--- src/rtl/nes_bus_pkg.sv ---
// Shared decode constants, DMA state encoding and joypad fill bits for the NES bus controller.
package nes_bus_pkg;

   localparam logic [15:0] RAM_BASE  = 16'h0000;
   localparam logic [15:0] RAM_MASK  = 16'hE000;
   localparam logic [15:0] PPU_BASE  = 16'h2000;
   localparam logic [15:0] PPU_MASK  = 16'hE000;
   localparam logic [15:0] PRG_BASE  = 16'h8000;
   localparam logic [15:0] PRG_MASK  = 16'h8000;
   localparam logic [15:0] DMA_ADDR  = 16'h4014;
   localparam logic [15:0] JOY1_ADDR = 16'h4016;
   localparam logic [15:0] JOY2_ADDR = 16'h4017;

   localparam logic [6:0] JOY_FILL       = 7'b0100000;
   localparam logic [7:0] OPEN_BUS_RESET = 8'hFF;

   typedef enum logic [2:0] {
      DMA_IDLE,
      DMA_ALIGN,
      DMA_ALIGN2,
      DMA_READ,
      DMA_WRITE
   } dma_state_t;

   function automatic logic in_region(input logic [15:0] a, input logic [15:0] base,
                                      input logic [15:0] mask);
      return (a & mask) == base;
   endfunction

endpackage

--- src/rtl/nes_bus_ctrl_if.sv ---
// CPU-side bus of the NES bus controller: the CPU is master, the controller responds.
interface nes_bus_ctrl_if;
   logic [15:0] cpu_address;
   logic [7:0]  cpu_out;
   logic        cpu_we;
   logic        cpu_rd;
   logic [7:0]  cpu_in;
   logic        cpu_locked;

   modport master (output cpu_address, cpu_out, cpu_we, cpu_rd, input cpu_in, cpu_locked);
   modport slave  (input cpu_address, cpu_out, cpu_we, cpu_rd, output cpu_in, cpu_locked);
endinterface

--- src/rtl/nes_joypad.sv ---
// Joypad serial shifter: reloads from the buttons while strobe is high, shifts right on each read.
module nes_joypad (
   input  logic       clock,
   input  logic       reset_n,
   input  logic       strobe,
   input  logic       shift,
   input  logic [7:0] buttons,
   output logic       data
);
   logic [7:0] sh;

   // Ones shift in from the top so reads past the eighth bit return 1.
   always_ff @(posedge clock) begin
      if (!reset_n)    sh <= 8'h00;
      else if (strobe) sh <= buttons;
      else if (shift)  sh <= {1'b1, sh[7:1]};
   end

   assign data = sh[0];
endmodule

--- src/rtl/nes_bus_ctrl.sv ---
// CPU bus responder: address decode for RAM/PPU/PRG/joypads plus OAM DMA that stalls the CPU.
// Build option NES_BUS_OPENBUS_EN keeps an open-bus latch for unmapped reads; otherwise they return 0xFF.
module nes_bus_ctrl
   import nes_bus_pkg::*;
#(
   parameter bit PRG_16K = 1'b0
) (
   input  logic           clock,
   input  logic           reset_n,
   nes_bus_ctrl_if.slave  bus,
   output logic [10:0]    ram_address,
   output logic [7:0]     ram_wdata,
   output logic           ram_we,
   input  logic [7:0]     ram_rdata,
   output logic [14:0]    prg_address,
   input  logic [7:0]     prg_rdata,
   output logic [2:0]     ppu_reg,
   output logic [7:0]     ppu_wdata,
   output logic           ppu_we,
   output logic           ppu_rd,
   input  logic [7:0]     ppu_rdata,
   output logic [7:0]     oam_address,
   output logic [7:0]     oam_wdata,
   output logic           oam_we,
   input  logic [7:0]     joy1,
   input  logic [7:0]     joy2
);
   dma_state_t  state;
   logic [7:0]  dma_page, dma_idx, dma_data;
   logic        parity, align_odd, joy_strobe, locked_q;
   logic        cpu_ok, is_dma_rd, joy1_bit, joy2_bit;
   logic [15:0] addr;
   logic [7:0]  open_val, rd_data;
   logic [6:0]  joy_hi;

   assign cpu_ok    = (state == DMA_IDLE) && locked_q;
   assign is_dma_rd = (state == DMA_READ);
   assign addr      = is_dma_rd ? {dma_page, dma_idx} : bus.cpu_address;

   assign ram_address = addr[10:0];
   assign ram_wdata   = bus.cpu_out;
   assign prg_address = {(PRG_16K ? 1'b0 : addr[14]), addr[13:0]};
   assign ppu_reg     = bus.cpu_address[2:0];
   assign ppu_wdata   = bus.cpu_out;

   assign ram_we = bus.cpu_we && cpu_ok && in_region(bus.cpu_address, RAM_BASE, RAM_MASK);
   assign ppu_we = bus.cpu_we && cpu_ok && in_region(bus.cpu_address, PPU_BASE, PPU_MASK);
   assign ppu_rd = bus.cpu_rd && cpu_ok && in_region(bus.cpu_address, PPU_BASE, PPU_MASK);

`ifdef NES_BUS_OPENBUS_EN
   logic [7:0] open_bus;

   always_ff @(posedge clock) begin
      if (!reset_n)                  open_bus <= OPEN_BUS_RESET;
      else if (cpu_ok && bus.cpu_we) open_bus <= bus.cpu_out;
      else if (cpu_ok && bus.cpu_rd) open_bus <= rd_data;
   end

   assign open_val = open_bus;
   assign joy_hi   = open_bus[7:1];
`else
   assign open_val = OPEN_BUS_RESET;
   assign joy_hi   = JOY_FILL;
`endif

   // DMA reads must not disturb PPU or joypad state, so those regions read as open bus.
   always_comb begin
      rd_data = open_val;
      if (in_region(addr, RAM_BASE, RAM_MASK))      rd_data = ram_rdata;
      else if (in_region(addr, PPU_BASE, PPU_MASK)) rd_data = is_dma_rd ? open_val : ppu_rdata;
      else if (in_region(addr, PRG_BASE, PRG_MASK)) rd_data = prg_rdata;
      else if (addr == JOY1_ADDR && !is_dma_rd)     rd_data = {joy_hi, joy1_bit};
      else if (addr == JOY2_ADDR && !is_dma_rd)     rd_data = {joy_hi, joy2_bit};
   end

   assign bus.cpu_in     = rd_data;
   assign bus.cpu_locked = locked_q;

   nes_joypad u_joy1 (
      .clock   (clock),
      .reset_n (reset_n),
      .strobe  (joy_strobe),
      .shift   (cpu_ok && bus.cpu_rd && bus.cpu_address == JOY1_ADDR),
      .buttons (joy1),
      .data    (joy1_bit)
   );

   nes_joypad u_joy2 (
      .clock   (clock),
      .reset_n (reset_n),
      .strobe  (joy_strobe),
      .shift   (cpu_ok && bus.cpu_rd && bus.cpu_address == JOY2_ADDR),
      .buttons (joy2),
      .data    (joy2_bit)
   );

   assign oam_address = dma_idx;
   assign oam_wdata   = dma_data;
   assign oam_we      = (state == DMA_WRITE);

   always_ff @(posedge clock) begin
      if (!reset_n) begin
         state      <= DMA_IDLE;
         locked_q   <= 1'b1;
         dma_page   <= 8'h00;
         dma_idx    <= 8'h00;
         dma_data   <= 8'h00;
         align_odd  <= 1'b0;
         parity     <= 1'b0;
         joy_strobe <= 1'b0;
      end else begin
         parity <= ~parity;
         case (state)
            DMA_IDLE: begin
               if (cpu_ok && bus.cpu_we) begin
                  if (bus.cpu_address == JOY1_ADDR) joy_strobe <= bus.cpu_out[0];
                  if (bus.cpu_address == DMA_ADDR) begin
                     dma_page  <= bus.cpu_out;
                     dma_idx   <= 8'h00;
                     align_odd <= parity;
                     locked_q  <= 1'b0;
                     state     <= DMA_ALIGN;
                  end
               end
            end
            DMA_ALIGN:  state <= align_odd ? DMA_ALIGN2 : DMA_READ;
            DMA_ALIGN2: state <= DMA_READ;
            DMA_READ: begin
               dma_data <= rd_data;
               state    <= DMA_WRITE;
            end
            DMA_WRITE: begin
               dma_idx <= dma_idx + 8'd1;
               if (dma_idx == 8'hFF) begin
                  locked_q <= 1'b1;
                  state    <= DMA_IDLE;
               end else begin
                  state <= DMA_READ;
               end
            end
            default: state <= DMA_IDLE;
         endcase
      end
   end
endmodule
--- src/flat_wrapper.sv ---
// flat-port wrapper written by rule: the top's interface ports become plain ports
module nes_bus_ctrl_flat import nes_bus_pkg::*;
#(
   parameter bit PRG_16K = 1'b0
)
  (clock, reset_n, ram_address, ram_wdata, ram_we, ram_rdata, prg_address, prg_rdata, ppu_reg, ppu_wdata, ppu_we, ppu_rd, ppu_rdata, oam_address, oam_wdata, oam_we, joy1, joy2, bus_cpu_address, bus_cpu_out, bus_cpu_we, bus_cpu_rd, bus_cpu_in, bus_cpu_locked);
  nes_bus_ctrl_if bus_i ();
  input  logic clock;
  input  logic reset_n;
  output logic [10:0] ram_address;
  output logic [7:0] ram_wdata;
  output logic ram_we;
  input  logic [7:0] ram_rdata;
  output logic [14:0] prg_address;
  input  logic [7:0] prg_rdata;
  output logic [2:0] ppu_reg;
  output logic [7:0] ppu_wdata;
  output logic ppu_we;
  output logic ppu_rd;
  input  logic [7:0] ppu_rdata;
  output logic [7:0] oam_address;
  output logic [7:0] oam_wdata;
  output logic oam_we;
  input  logic [7:0] joy1;
  input  logic [7:0] joy2;
  input wire logic [$bits(bus_i.cpu_address)-1:0] bus_cpu_address;
  input wire logic [$bits(bus_i.cpu_out)-1:0] bus_cpu_out;
  input wire logic [$bits(bus_i.cpu_we)-1:0] bus_cpu_we;
  input wire logic [$bits(bus_i.cpu_rd)-1:0] bus_cpu_rd;
  output wire logic [$bits(bus_i.cpu_in)-1:0] bus_cpu_in;
  output wire logic [$bits(bus_i.cpu_locked)-1:0] bus_cpu_locked;
  assign bus_i.cpu_address = bus_cpu_address;
  assign bus_i.cpu_out = bus_cpu_out;
  assign bus_i.cpu_we = bus_cpu_we;
  assign bus_i.cpu_rd = bus_cpu_rd;
  assign bus_cpu_in = bus_i.cpu_in;
  assign bus_cpu_locked = bus_i.cpu_locked;
  nes_bus_ctrl #(.PRG_16K(PRG_16K)) u_core (.clock(clock), .reset_n(reset_n), .bus(bus_i), .ram_address(ram_address), .ram_wdata(ram_wdata), .ram_we(ram_we), .ram_rdata(ram_rdata), .prg_address(prg_address), .prg_rdata(prg_rdata), .ppu_reg(ppu_reg), .ppu_wdata(ppu_wdata), .ppu_we(ppu_we), .ppu_rd(ppu_rd), .ppu_rdata(ppu_rdata), .oam_address(oam_address), .oam_wdata(oam_wdata), .oam_we(oam_we), .joy1(joy1), .joy2(joy2));
endmodule
--- config.mk ---
export PLATFORM = sky130hd
export DESIGN_NAME = nes_bus_ctrl_flat
export DESIGN_NICKNAME = d
export VERILOG_FILES = /design/src/rtl/nes_bus_pkg.sv /design/src/rtl/nes_bus_ctrl_if.sv /design/src/rtl/nes_joypad.sv /design/src/rtl/nes_bus_ctrl.sv /design/src/flat_wrapper.sv
export SDC_FILE = /design/constraint.sdc
export NUM_CORES = 1
export LEC_CHECK = 0
export CORE_MARGIN = 10
export CORE_UTILIZATION = 45
export DETAILED_ROUTE_END_ITERATION = 12
export PLACE_DENSITY_LB_ADDON = 0.08
export SYNTH_ARGS = -nofsm -noshare
export SYNTH_HDL_FRONTEND = slang
export SYNTH_SLANG_ARGS = --single-unit
--- constraint.sdc ---
create_clock -name clock -period 2.9 [get_ports clock]
set_input_delay 0.435 -clock clock [delete_from_list [all_inputs] [get_ports clock]]
set_output_delay 0.435 -clock clock [all_outputs]
set_load 0.005 [all_outputs]
**Word level (Yosys, flattened, before mapping)**

Cells that the tools add are included.
W data, S select, Z words.

- Flip-flop bits (word level): 47
- Input bits: 68
- Output and inout port bits: 74
- Logic and storage cells: 72

- $add $sub $neg: 1
- Eq/ne operators: 15
- Multiplexer cells: 23
- Bitwise logic cells: 1
- Reduce and logical (&&, ||, !) cells: 22

Operators by type and width:

| operator | count |
|---|---|
| $mux W8 | 12 |
| $eq A16 B15 Y1 const B | 5 |
| $logic_not A16 Y1 | 2 |
| $mux W16 | 1 |
| $pmux W8 S2 | 1 |
| $pmux W3 S5 | 1 |
| $logic_and A1 B1 Y1 | 10 |
| $eq A3 B1 Y1 const B | 3 |
| $reduce_and A3 Y1 | 3 |
| $add A8 B1 Y8 const B | 1 |
| $eq A8 B8 Y1 const B | 1 |
| $eq A3 B2 Y1 const B | 2 |
| $mux W3 | 2 |
| $reduce_bool A2 Y1 | 3 |
| $mux W1 | 4 |
| $ne A2 B2 Y1 const B | 2 |
| $reduce_and A4 Y1 | 1 |
| $eq A3 B3 Y1 const B | 1 |
| $logic_not A3 Y1 | 1 |
| $mux W2 | 1 |
| $ne A2 B1 Y1 const B | 1 |
| $pmux W1 S2 | 1 |
| $reduce_and A2 Y1 | 1 |
| $logic_not A1 Y1 | 1 |
| $not A1 Y1 | 1 |

**Longest topological paths before layout**

Gate-level depths: netlist of the first run.

- Depth in word-level cells: 9
- Depth in mapped cells: 7

**Modules after synthesis**

From an unflattened synthesis of the first run, not the netlist that was laid out.

- Cell total of the unflattened synthesis: 365
- Area, all modules: 3,050.4 sq um

Modules (own cells, without submodules):

| module | instances | cells an instance | area each (sq um) |
|---|---|---|---|
| nes_bus_ctrl | 1 | 297 | 2,217.1 |
| nes_joypad | 2 | 34 | 416.6 |

**Worst setup path before layout of the first run**

Ideal clock, no wire load.

- Path type: register to output
- From: reg u_core.state[1]
- To: out ram_address[3]
- Data arrival time: 1.514 ns
- Slack: 0.951 ns
- Cell stages (with the launch flop): 8
- Path buffers: 4
- Cell sequence: dfxtp_1 and3b_1 clkbuf_1 clkbuf_1 buf_2 nand2_1 nand2_1 buf_4

- Longest elaborated chain between the ends: 2

RTL lines:

| what | line | source |
|---|---|---|
| start, declared | nes_bus_ctrl.sv:28 | `dma_state_t state;` |
| start signal, assigned | nes_bus_ctrl.sv:126 | `DMA_ALIGN: state <= align_odd ? DMA_ALIGN2 : DMA_READ;` |
| $eq A3 B2 Y1 | nes_bus_ctrl.sv:37 | `assign is_dma_rd = (state == DMA_READ);` |
| $mux W16 | nes_bus_ctrl.sv:38 | `assign addr = is_dma_rd ? {dma_page, dma_idx} : bus.cpu_address;` |
| end, declared | flat_wrapper.sv:10 | `output logic [10:0] ram_address;` |

Every way passes these cells.

**Worst setup path in the final report of the first run**

- From: in bus_cpu_address[11]
- To: out bus_cpu_in[7]

- Longest elaborated chain between the ends: 8
- Elaborated cells on any way between the ends: 10
- Classes of those cells: eq/ne (2); mux (6); reduce/logical (2)

RTL lines:

| what | line | source |
|---|---|---|
| start, declared | flat_wrapper.sv:26 | `input wire logic [$bits(bus_i.cpu_address)-1:0] bus_cpu_address;` |
| $mux W16 (*) | nes_bus_ctrl.sv:38 |  |
| $eq A16 B15 Y1 | nes_bus_ctrl.sv:73 | `else if (addr == JOY2_ADDR && !is_dma_rd) rd_data = {joy_hi, joy2_bit};` |
| $logic_and A1 B1 Y1 | nes_bus_ctrl.sv:73 |  |
| $mux W8 | nes_bus_ctrl.sv:73 |  |
| $mux W8 (*) | nes_bus_ctrl.sv:72 | `else if (addr == JOY1_ADDR && !is_dma_rd) rd_data = {joy_hi, joy1_bit};` |
| $mux W8 (*) | nes_bus_ctrl.sv:71 | `else if (in_region(addr, PRG_BASE, PRG_MASK)) rd_data = prg_rdata;` |
| $mux W8 (*) | nes_bus_ctrl.sv:70 | `else if (in_region(addr, PPU_BASE, PPU_MASK)) rd_data = is_dma_rd ? open_val : ppu_rdata;` |
| $mux W8 (*) | nes_bus_ctrl.sv:69 | `if (in_region(addr, RAM_BASE, RAM_MASK)) rd_data = ram_rdata;` |
| end, declared | flat_wrapper.sv:30 | `output wire logic [$bits(bus_i.cpu_in)-1:0] bus_cpu_in;` |

Mark *: on every way between the ends. The rest lies on a longest branch, timed or not.

==> results of run 1 <==
[final timing paths]
kind                            start                   to  slack (ns)  cells past startpoint
hold / removal          u_core.parity        u_core.parity        0.42                      1
setup reg to reg      u_core.state[0]  u_core.u_joy1.sh[7]        0.88                      4
hold reg to reg         u_core.parity        u_core.parity        0.42                      1
setup / recovery  bus_cpu_address[11]        bus_cpu_in[7]         0.1                      7
[logic make-up (layout without fill, tap and decap cells)]
family,Yosys count,after routing,synth area share
flip-flops,47,47,0.316
buffers and inverters,58,176,0.114
XOR/XNOR,7,7,0.0206
AO/OA/AOI/OAI,85,85,0.191
adder cells (fa/ha/maj),1,1,0.00420
multiplexers,15,15,0.0513
AND/OR/NAND/NOR,174,174,0.303
[metal layers]
layer  share of wire  up-vias
met5               0        -
met3           0.063       12
met2            0.50       95
li1                -     1588
met1            0.42     1440
met4           0.016        0
[layout make-up]
type                       count  area share
sequential                    47       0.211
clock inverter                 3     0.00979
clock buffer                   5      0.0154
inverter                       5     0.00419
timing repair buffer         163       0.355
tap                           77      0.0215
multi-input combinational    282       0.383
[flip-flops by register name (all words and copies together), names as in the netlist]
register,count
u_core.align_odd,1
u_core.bus.cpu_locked,1
u_core.dma_page,8
u_core.joy_strobe,1
u_core.oam_address,8
u_core.oam_wdata,8
u_core.parity,1
u_core.state,3
u_core.u_joy1.sh,8
u_core.u_joy2.sh,8
[Yosys cell counts (all sizes together) (10+ instances only)]
| master | number |
|---|---|
| o21ai | 26 |
| clkbuf | 21 |
| nor2 | 30 |
| dfxtp | 47 |
| mux2i | 13 |
| buf | 32 |
| a21oi | 10 |
| nand3 | 10 |
| nor4 | 11 |
| nand2 | 79 |
| a211oi | 11 |
[power by group]
| group | leakage [nW] | switching (mW) | internal, mW |
|---|---|---|---|
| logic | 1.25 | 0.112 | 0.186 |
| clock network | 0.0581 | 0.219 | 0.257 |
| registers | 0.380 | 0.000521 | 0.646 |
[worst register-to-register path, delay by kind of cell, from the launching register on]
family / cells / cell delay, ns
flip-flops: 1 / 0.38
AND/OR/NAND/NOR: 3 / 1.38
AO/OA/AOI/OAI: 1 / 0.21
[repair_timing]
action,CTS,global route
setup buffers,1,1
setup endpoints to repair,4,5
gates resized for setup,5,7
pin swaps,3,2
hold buffers,0,0
[metrics by stage]
step	total power [mW]	instances	hold slack (ns)	setup WS, ns	TNS, ns
2_1_floorplan	0.768	387	0.392	0.951	0
3_3_place_gp	0.959	572	0.401	-0.0506	-0.0692
3_5_place_dp	0.962	572	0.410	-0.0556	-0.168
4_1_cts	1.44	581	0.424	0.0250	0
5_1_grt	1.48	582	0.447	-0.0449	-0.0617
6_report	1.42	582	0.423	0.0981	0
==> flow_metrics.env, run 1 <==
export IMPL_fmax_mhz=357
export IMPL_htreeDepth=2
export IMPL_core_um2=6390
export IMPL_ys_seq_area_frac=0.316
export IMPL_antenna_found_initial=0
export IMPL_synth_area_um2=2980
export IMPL_drive_gt1_frac=0.0931
export IMPL_syn_avg_cell_area_um2=7.69
export IMPL_clk_latency_ns=0.30
export IMPL_n_fill_cell=556
export IMPL_first_iter_violations=119
export IMPL_synthFlopType="dfxtp_1"
export IMPL_cts_tree="built"
export IMPL_grt_pass1_wl_um=15400
export IMPL_regArea_um2=943
export IMPL_multi_input_area_um2=1710
export IMPL_via_per_inst=5.39
export IMPL_placed_cell_area_um2=4320
export IMPL_finalHoldViolCount=0
export IMPL_n_antenna_cell=0
export IMPL_grt_max_degree=54
export IMPL_maxSlewViolCount=0
export IMPL_vias=3135
export IMPL_synth_top_area_share=0.316
export IMPL_required_ns=2.47
export IMPL_max_stage_delay_ns=0.45
export IMPL_track_usage=0.180
export IMPL_worstPathArrival_ns=2.37
export IMPL_final_common_cell="clkdlybuf4s50_1"
export IMPL_min_path_type="reg -> reg"
export IMPL_clk_pin_slew_ns=0.08
export IMPL_ys_async_sr_fraction=0
export IMPL_peakVddDrop_mv=0.260
export IMPL_initial_core_util=0.466
export IMPL_rows=29
export IMPL_ys_ff_latch=47
export IMPL_skew_ns=0.00599
export IMPL_drc=0
export IMPL_cap_viol_max_count=0
export IMPL_path_class="in -> out"
export IMPL_cp_slowest_cell="clkdlybuf4s50_1"
export IMPL_cp_max_fo=4
export IMPL_synth_edf_count=0
export IMPL_most_common_layout_cells="clkdlybuf4s50_1, nand2_1, dfxtp_1"
export IMPL_synth_warnings=0
export IMPL_synth_nets=456
export IMPL_areaGrowthSynthToFinish_pct=50.4
export IMPL_dr_pass1_iters=4
export IMPL_setup_viol=0
export IMPL_start_kind="input pin"
export IMPL_power_density_nw_per_um2=317
export IMPL_cp_buffers_inverters=3
export IMPL_post_route_util=0.701
export IMPL_yosysTopAreaCell="dfxtp_1"
export IMPL_worstPathCellList="clkdlybuf4s50_1 -> nor4_4 -> nand4_2 -> o211ai_1 -> buf_4 -> o221ai_1 -> dlygate4sd2_1"
export IMPL_first_global_vias=3085
export IMPL_root_buffer="clkbuf_8"
export IMPL_cp_end_kind="output port"
export IMPL_synthCells=387
export IMPL_routed_wl_um=9710
export IMPL_final_cell_area_um2=4470
export IMPL_netlist_top_cells_area="dfxtp_1, nand2_1, buf_4"
export IMPL_ios=142
export IMPL_finalCritPeriodShare=0.966
export IMPL_met2_usage=0.309
export IMPL_grt_use_met1=0.216
export IMPL_critPathTopFamily="buffers and inverters"
export IMPL_status="completed"
export IMPL_worst_pin_slew_ns=0.834
export IMPL_die_area_um2=10300
export IMPL_ys_types=50
export IMPL_power_leakage_nw=1.68
export IMPL_cts_buffers=5
export IMPL_cts_buffer_depth=2
export IMPL_use_met3=0.0456
export IMPL_dpl_hpwl_um=7760
export IMPL_grt_overflow=0
export IMPL_portBuffers=141
export IMPL_globalplace_congestion=0.867
export IMPL_die_w_um=101
export IMPL_fin_nets=573
export IMPL_slew_headroom=0.444
export IMPL_period_minus_slack_ns=2.80
export IMPL_cts_sinks=47
export IMPL_die_h_um=101
export IMPL_detail_route_antenna_nets=0
export IMPL_routedWlPerCell_um=16.7
export IMPL_busiest_layer="met2"
Note: power is estimated with default switching activity, not from simulation.
==> inputs of run 2 (changes only) <==
CORE_UTILIZATION = 46   (was 45)
CTS_BUF_LIST = sky130_fd_sc_hd__clkbuf_8   (was not set)
==> run 2 against run 1 <==
Effect of this change: utilization grew 0.83 points; clock-buffer cell count is the same; worst setup slack got worse by 0.021 ns; power decreased by 4.8%; first-iteration DRC count up 21%; non-clock buffer count is 7 higher; cell area hardly changed; combinational power is essentially flat; cell count increased by 1.2%; wire length is 1.1% higher; via count is 2.5% higher; die area down 1.7%.
==> flow_metrics.env, run 2 (synthesis results as in run 1) <==
export IMPL_status="completed"
export IMPL_areaGrowthSynthToFinish_pct=50.4
export IMPL_core_um2=6310
export IMPL_finalCritPeriodShare=0.973
export IMPL_fmax_mhz=354
export IMPL_routedWlPerCell_um=16.7
export IMPL_max_stage_delay_ns=0.50
export IMPL_root_buffer="clkbuf_8"
export IMPL_die_area_um2=10100
export IMPL_fin_nets=580
export IMPL_grt_max_degree=32
export IMPL_min_path_type="reg -> reg"
export IMPL_drive_gt1_frac=0.0977
export IMPL_vias=3213
export IMPL_path_class="reg -> out"
export IMPL_layout_setup_ws_ns=0.0772
export IMPL_post_route_util=0.709
export IMPL_cts_tree="built"
export IMPL_grt_overflow=0
export IMPL_finalNonFillerCells=589
export IMPL_skew_ns=0.0137
export IMPL_cp_slowest_cell="clkdlybuf4s50_1"
export IMPL_worstPathArrival_ns=2.39
export IMPL_first_global_vias=3076
export IMPL_die_h_um=100
export IMPL_required_ns=2.47
export IMPL_cts_sinks=47
export IMPL_worst_pin_slew_ns=0.619
export IMPL_dr_pass1_iters=4
export IMPL_dpl_hpwl_um=7870
export IMPL_period_minus_slack_ns=2.82
export IMPL_htreeDepth=2
export IMPL_setup_viol=0
export IMPL_maxSlewViolCount=0
export IMPL_ios=142
export IMPL_clk_latency_ns=0.31
export IMPL_routed_wl_um=9810
export IMPL_antenna_found_initial=0
export IMPL_finalHoldViolCount=0
export IMPL_grt_pass1_wl_um=15500
export IMPL_rows=29
export IMPL_portBuffers=141
export IMPL_cap_viol_max_count=0
export IMPL_cts_buffer_depth=2
export IMPL_via_per_inst=5.46
export IMPL_drc=0
export IMPL_globalplace_congestion=0.895
export IMPL_cts_buffers=5
export IMPL_n_antenna_cell=0
export IMPL_slew_headroom=0.583
export IMPL_n_fill_cell=537
export IMPL_initial_core_util=0.471
export IMPL_hold_ws_ns=0.425
export IMPL_track_usage=0.186
export IMPL_final_common_cell="clkdlybuf4s50_1"
export IMPL_start_kind="register"
export IMPL_dpl_worst_slack_ns=-0.0348
export IMPL_die_w_um=100
export IMPL_cp_max_fo=7
export IMPL_power_density_nw_per_um2=302
export IMPL_placedCellCount=574
export IMPL_peakVddDrop_mv=0.258
export IMPL_first_iter_violations=144
export IMPL_clk_pin_slew_ns=0.09
export IMPL_detail_route_antenna_nets=0
export IMPL_worstPathCellList="nand3b_1 -> buf_4 -> nor3_1 -> o21ai_0 -> nand3_1 -> clkdlybuf4s50_1"
export IMPL_power_leakage_nw=1.68
export IMPL_most_common_layout_cells="clkdlybuf4s50_1, nand2_1, dfxtp_1"
export IMPL_cts_hold_buffers_added=0
export IMPL_finalPower_mw=1.35
export IMPL_cp_end_kind="output port"
run 2: per-layer routing:
| layer | global-route usage | vias up | part of all wire |
|---|---|---|---|
| met5 | 0 | - | 0 |
| met4 | 0.0478 | 0 | 0.013 |
| met3 | 0.0433 | 13 | 0.069 |
| met2 | 0.337 | 113 | 0.51 |
| met1 | 0.213 | 1490 | 0.40 |
| li1 | - | 1597 | - |
run 2: path summary, 6_finish.rpt:
kind	endpoint	from	slack (ns)	depth (start not counted)
setup / recovery	bus_cpu_in[5]	u_core.state[1]	0.08	6
hold / removal	u_core.parity	u_core.parity	0.42	1
setup reg to reg	u_core.oam_address[3]	u_core.state[2]	0.89	4
hold reg to reg	u_core.parity	u_core.parity	0.42	1
run 2: report_power, final:
part / total (mW) / internal (mW) / switching [mW] / leakage [nW]
Sequential: 0.646 / 0.646 / 0.000531 / 0.379
Clock: 0.404 / 0.170 / 0.234 / 0.0460
Combinational: 0.301 / 0.188 / 0.113 / 1.26
run 2: cell type report:
| type | instances | area, um^2 | share of cell area |
|---|---|---|---|
| multi-input combinational | 282 | 1700 | 0.380 |
| timing repair buffer | 170 | 1630 | 0.364 |
| sequential | 47 | 941 | 0.210 |
| tap | 77 | 96.3 | 0.0215 |
| clock buffer | 5 | 68.8 | 0.0154 |
| clock inverter | 3 | 20.0 | 0.00447 |
| inverter | 5 | 18.8 | 0.00419 |
run 2: metrics by stage:
stage / setup TNS [ns] / cell area, um^2
floorplan: 0 / 2980
global placement: -0.0136 / 4330
detailed placement: -0.0852 / 4330
CTS: 0 / 4460
global route: -0.0476 / 4480
finish: 0 / 4480
run 2: worst max-delay path, delay by kind of cell (launching register included):
kind,cells,cell delay [ns]
AO/OA/AOI/OAI,1,0.17
AND/OR/NAND/NOR,3,0.71
buffers and inverters,2,0.73
flip-flops,1,0.48
run 2: what timing repair did:
action / 4_1_cts / 5_1_grt
pin swaps: 5 / 3
buffers inserted: 6 / 1
resized for setup: 3 / 3
gates cloned: 0 / 0
endpoints found under the setup margin: 7 / 5
==> inputs of run 3 (changes only) <==
SKIP_LAST_GASP = 1   (was not set)
==> results of run 3 <==
Same layout as run 2: the final DEF is identical, and so are final timing and power.
